<file path="src/rtl/seg7_scan_ctrl.sv">
// Four-digit multiplexed seven-segment scanner with double-buffered display data.
// The digit slot is a BLANK dead-time followed by SHOW. New data is latched only at frame boundaries.
module seg7_scan_ctrl #(
    parameter int DIV       = 100000,
    parameter int BLANK_CYC = 2
) (
    input  logic        clk,
    input  logic        rst,
    input  logic        wr_en,
    input  logic [15:0] wr_data,
    input  logic [3:0]  dp_in,
    input  logic        lz_en,
    output logic [3:0]  an,
    output logic [6:0]  seg,
    output logic        dp,
    output logic [1:0]  digit_idx,
    output logic        pending,
    output logic        frame_tick
);

    typedef enum logic {BLANK, SHOW} state_t;

    localparam logic [19:0] DIV_LAST   = 20'(DIV - 1);
    localparam logic [19:0] BLANK_LAST = 20'(BLANK_CYC - 1);

    state_t      state_q, state_d;
    logic [19:0] cnt_q, cnt_d;
    logic [1:0]  idx_q, idx_d;
    logic [15:0] sh_data_q, sh_data_d, ds_data_q, ds_data_d;
    logic [3:0]  sh_dp_q, sh_dp_d, ds_dp_q, ds_dp_d;
    logic        sh_lz_q, sh_lz_d, ds_lz_q, ds_lz_d;
    logic        pend_q, pend_d;
    logic [3:0]  an_q, an_d;
    logic [6:0]  seg_q, seg_d;
    logic        dp_q, dp_d;
    logic        tick;
    logic [15:0] upper;
    logic        suppress;

    function automatic logic [6:0] hex7(input logic [3:0] v);
        case (v)
            4'h0: hex7 = 7'b1000000;
            4'h1: hex7 = 7'b1111001;
            4'h2: hex7 = 7'b0100100;
            4'h3: hex7 = 7'b0110000;
            4'h4: hex7 = 7'b0011001;
            4'h5: hex7 = 7'b0010010;
            4'h6: hex7 = 7'b0000010;
            4'h7: hex7 = 7'b1111000;
            4'h8: hex7 = 7'b0000000;
            4'h9: hex7 = 7'b0010000;
            4'hA: hex7 = 7'b0001000;
            4'hB: hex7 = 7'b0000011;
            4'hC: hex7 = 7'b1000110;
            4'hD: hex7 = 7'b0100001;
            4'hE: hex7 = 7'b0000110;
            default: hex7 = 7'b0001110;
        endcase
    endfunction

    assign tick = (state_q == SHOW) && (idx_q == 2'd3) && (cnt_q == DIV_LAST);

    always_comb begin
        state_d = state_q;
        cnt_d   = cnt_q + 20'd1;
        idx_d   = idx_q;
        case (state_q)
            BLANK: if (cnt_q == BLANK_LAST) begin
                state_d = SHOW;
                cnt_d   = '0;
            end
            SHOW: if (cnt_q == DIV_LAST) begin
                state_d = BLANK;
                cnt_d   = '0;
                idx_d   = idx_q + 2'd1;
            end
            default: state_d = BLANK;
        endcase
    end

    // A write landing on the frame boundary bypasses the shadow so it is never left pending.
    always_comb begin
        sh_data_d = sh_data_q;
        sh_dp_d   = sh_dp_q;
        sh_lz_d   = sh_lz_q;
        ds_data_d = ds_data_q;
        ds_dp_d   = ds_dp_q;
        ds_lz_d   = ds_lz_q;
        pend_d    = pend_q;
        if (wr_en) begin
            sh_data_d = wr_data;
            sh_dp_d   = dp_in;
            sh_lz_d   = lz_en;
            pend_d    = 1'b1;
        end
        if (tick) begin
            ds_data_d = sh_data_d;
            ds_dp_d   = sh_dp_d;
            ds_lz_d   = sh_lz_d;
            pend_d    = 1'b0;
        end
    end

    // Outputs are decoded from next-state values so the registered pins line up with the FSM.
    always_comb begin
        upper    = ds_data_d >> {idx_d, 2'b00};
        suppress = ds_lz_d && (idx_d != 2'd0) && (upper == 16'h0);
        an_d     = 4'b1111;
        seg_d    = 7'h7F;
        dp_d     = 1'b1;
        if (state_d == SHOW) begin
            an_d[idx_d] = 1'b0;
            seg_d       = suppress ? 7'h7F : hex7(upper[3:0]);
            dp_d        = ~ds_dp_d[idx_d];
        end
    end

    always_ff @(posedge clk) begin
        if (rst) begin
            state_q   <= BLANK;
            cnt_q     <= '0;
            idx_q     <= '0;
            sh_data_q <= '0;
            sh_dp_q   <= '0;
            sh_lz_q   <= 1'b0;
            ds_data_q <= '0;
            ds_dp_q   <= '0;
            ds_lz_q   <= 1'b0;
            pend_q    <= 1'b0;
            an_q      <= 4'b1111;
            seg_q     <= 7'h7F;
            dp_q      <= 1'b1;
        end else begin
            state_q   <= state_d;
            cnt_q     <= cnt_d;
            idx_q     <= idx_d;
            sh_data_q <= sh_data_d;
            sh_dp_q   <= sh_dp_d;
            sh_lz_q   <= sh_lz_d;
            ds_data_q <= ds_data_d;
            ds_dp_q   <= ds_dp_d;
            ds_lz_q   <= ds_lz_d;
            pend_q    <= pend_d;
            an_q      <= an_d;
            seg_q     <= seg_d;
            dp_q      <= dp_d;
        end
    end

    assign an         = an_q;
    assign seg        = seg_q;
    assign dp         = dp_q;
    assign digit_idx  = idx_q;
    assign pending    = pend_q;
    assign frame_tick = tick;

endmodule
</file>
<file path="config.mk">
export PLATFORM = sky130hd
export DESIGN_NAME = seg7_scan_ctrl
export DESIGN_NICKNAME = d
export VERILOG_FILES = /design/src/rtl/seg7_scan_ctrl.sv
export SDC_FILE = /design/constraint.sdc
export NUM_CORES = 1
export LEC_CHECK = 0
export ABC_AREA = 1
export BUFFER_PORTS_ARGS = -buffer_cell sky130_fd_sc_hd__buf_2
export CAP_MARGIN = 40
export CORE_MARGIN = 1.5
export CORE_UTILIZATION = 45
export DETAILED_ROUTE_END_ITERATION = 12
export GPL_TIMING_DRIVEN = 0
export SLEW_MARGIN = 20
export SYNTH_ARGS = -nofsm -noshare
export SYNTH_HDL_FRONTEND = slang
export SYNTH_SLANG_ARGS = --single-unit
</file>
<file path="constraint.sdc">
create_clock -name clk -period 2.7 [get_ports clk]
set_input_delay 0.27 -clock clk [delete_from_list [all_inputs] [get_ports clk]]
set_output_delay 0.27 -clock clk [all_outputs]
set_load 0.01 [all_outputs]
</file>
==> flow_summary.toml <==
[run_status]
status = "finished, final reports clean"

[cts]
cts_buffers = 9
clk_latency_ns = 0.36
cts.sinks = 78
clk_pin_slew_ns = 0.09
root_buffer = "clkbuf_8"
cts_buffer_depth = 2
cts_tree = "built"
htree_levels = 3

[global_routing]
grt_pass1_vias = 3173
grt_max_degree = 15
grt.total_usage_pct = 21.14
gr-total-overflow = 0
antenna_found_initial = 0
grt_pass1_wl_mm = 14.91

[place]
place_ws_ns = -0.1944
dp_cells = 701
io_buffer_count = 37
hpwl_mm = 6.706
finalWeightedCongestion = 0.8713

[cells_and_area]
final_core_util_pct = 56.48
fill_cells = 820
fin_nets = 654
multi_input_area_um2 = 2156
antenna_cells = 0
regArea_um2 = 1578
synthToLayoutAreaGrowth_pct = 20.10
drive_above_1_share_pct = 22.33
stdcell_count = 732

[floorplan]
num_io_pins = 40
fp.dieH_um = 96.37
die_x_um = 96.37
start_util_pct = 47.03
rows = 33
core_um2 = 8341
die-area_um2 = 9286

[synthesis]
postSynthAreaPerCell_um2 = 7.017
synth-compound-area-share_pct = 6.380
synth_area_leaders = "dfxtp_1 40%, nand2_1 12%, nor2_1 10%"
synth_top_flop_cell = "dfxtp_1"
muxShareOfSynthArea_pct = 3.573
yosysWarnings = 0
synth_top_family_by_area = "simple AND/OR/NAND/NOR gates"
synth-edff-count = 0
yosysSeqAreaShare_pct = 39.81
synth-simple-area-share_pct = 37.19
synth_area_um2 = 3923
synthAdderAreaFrac_pct = 2.552
synth-xor-area-share_pct = 2.010
synth_cell_type_count = 37
yosys.area.top_type = "dfxtp_1"
synth_cells = 559
synth_top_cell_area_share_pct = 39.81
syn-num-nets = 591
synth.ff_latch_count = 78
ys_async_sr_fraction_pct = 0

[route]
drtAntennaViolNets = 0
avgViaCountPerCell = 4.851
dr.pass1.iters = 4
drt_first_iter_violations = 177
wirelength_mm = 9.296
vias = 3551
drc = 0
post_drt_wl_per_cell_um = 12.70

[critical_path]
required_ns = 3.00
cpPeakStageDelay_ns = 0.38
cp_num_buf_inv = 0
r2r_setup_slack_ns = 0.12
worst-setup-path-type = "reg2reg"
path_max_fanout = 7
critPathSlowestCell = "dfxtp_4"
crit_family = "simple AND/OR/NAND/NOR gates"
cp.arrival_ns = 2.88
startpoint_type = "flop"
cp-end-kind = "flop"
crit_path_cell_trace = "ha_4, nand2_1, nor2_2, nand3_2, nor2_4, nand3_2, nand2_4, nand3_1, nand2_1, nor2_1, nor2_2, ha_4, nand3_1, nor2_1, nand3_1, nor2_2, nor2_4, nand2_1"

[timing]
fin_skew_ns = 0.007582
maxSlewHeadroom_pct = 58.83
setup_viol_count_final = 0
setup_tns_ns = 0
worstMarginPinSlew_ns = 0.6176
fmax_mhz = 387.9
drv_slew = 0
finalHoldViolations = 0
fin_crit_ns = 2.578
setup_slack_ns = 0.1221
period_share_pct = 95.48

[job]
drv_cap = 0

[power_and_ir_drop]
power.density_nw_per_um2 = 495.7
ir_worst_vdd_v = 0.0002686
totalPowerFinal_uw = 2335
p_leak_uw = 0.002071

[min_path]
hold_path_class = "in2reg"
## metrics by stage
step	hold slack (ns)	area (µm²)
after floorplan	0.4318	3923
after global placement	0.4522	4239
after detailed placement	0.4601	4239
after CTS	0.1578	4477
after global routing	0.1698	4711
final	0.1637	4711
## cells in the mapped netlist, types with 2 or more instances
cell	count
nand2_2	10
o21a_1	6
o21ai_1	5
inv_2	5
nor2_4	6
inv_1	62
nand3_1	26
nand4_1	14
nand2_4	3
nor3_1	10
dfxtp_1	78
o21ai_0	18
clkbuf_1	8
nor4_1	3
nor2_2	7
ha_1	8
a21oi_1	10
xor2_1	9
buf_6	2
nand2_1	128
mux2i_1	14
buf_2	3
nand3_2	2
nor2_1	109
## worst paths after layout
kind / from / endpoint / cells after the start
worst max-delay path: cnt_q[0] / seg[0] / 18
worst max register to register: cnt_q[0] / seg[0] / 18
worst min register to register: cnt_q[0] / cnt_q[0] / 1
worst min-delay path: wr_data[7] / sh_data_q[7] / 3
## logic make-up after synthesis
family                   after synthesis
AO/OA/AOI/OAI                         44
XOR/XNOR                               9
adder cells (fa/ha/maj)                8
buffers and inverters                 82
flip-flops                            78
multiplexers                          14
AND/OR/NAND/NOR                      324
## report_power, final
| part | internal (µW) | switching (µW) | total (µW) |
|---|---|---|---|
| Combinational | 71.1 | 117 | 188 |
| Sequential | 1200 | 21.5 | 1220 |
| Clock | 459 | 466 | 925 |
## layer usage
metal  up-vias  routed length (µm)  track usage [%]
met5         -                   0                0
met4         0                 131            8.333
met3        10                 373            3.081
met2        63                4175            33.39
met1      1586                4616            28.89
li1       1892                   -                -
## worst reg2reg max path: cells and delay by family (launching register included)
family / cells / cell delay, ns
flops: 1 / 0.38
simple gates: 16 / 1.84
fa+ha+maj: 2 / 0.32
## layout by cell type, fill, tap and decap left out, types with 11 or more instances in the layout
cell type	netlist	final
buf_2	3	39
buf_4	1	16
dfxtp_1	78	69
inv_1	62	59
mux2i_1	14	14
nand2_1	128	127
nand3_1	26	22
nand4_1	14	14
nor2_1	109	102
nor2_4	6	11
o21ai_0	18	18
## final cells by class
type                            instances  area share (%)
Buffer                                 14           1.726
Clock buffer                           10           2.922
Clock inverter                          6           1.461
Inverter                               68           5.525
Multi-Input combinational cell        399           45.76
Sequential cell                        78           33.49
Tap cell                              105           2.789
Timing Repair Buffer                   52           6.321
## registers in the layout (all words and copies together), names as in the netlist, 2 cells and up
signal and flops:
ds_dp_q 4, seg 7, digit_idx 2, an 4, sh_data_q 16, ds_data_q 16, sh_dp_q 4, cnt_q 20
## timing repair
| item | 4_1_cts | 5_1_grt |
|---|---|---|
| setup buffers | 0 | 15 |
| hold buffers | 0 | 0 |
| pin swaps | 3 | 16 |
| endpoints found under the setup margin | 7 | 7 |
| gates resized for setup | 12 | 33 |
Power figures use the tool's default switching activity.
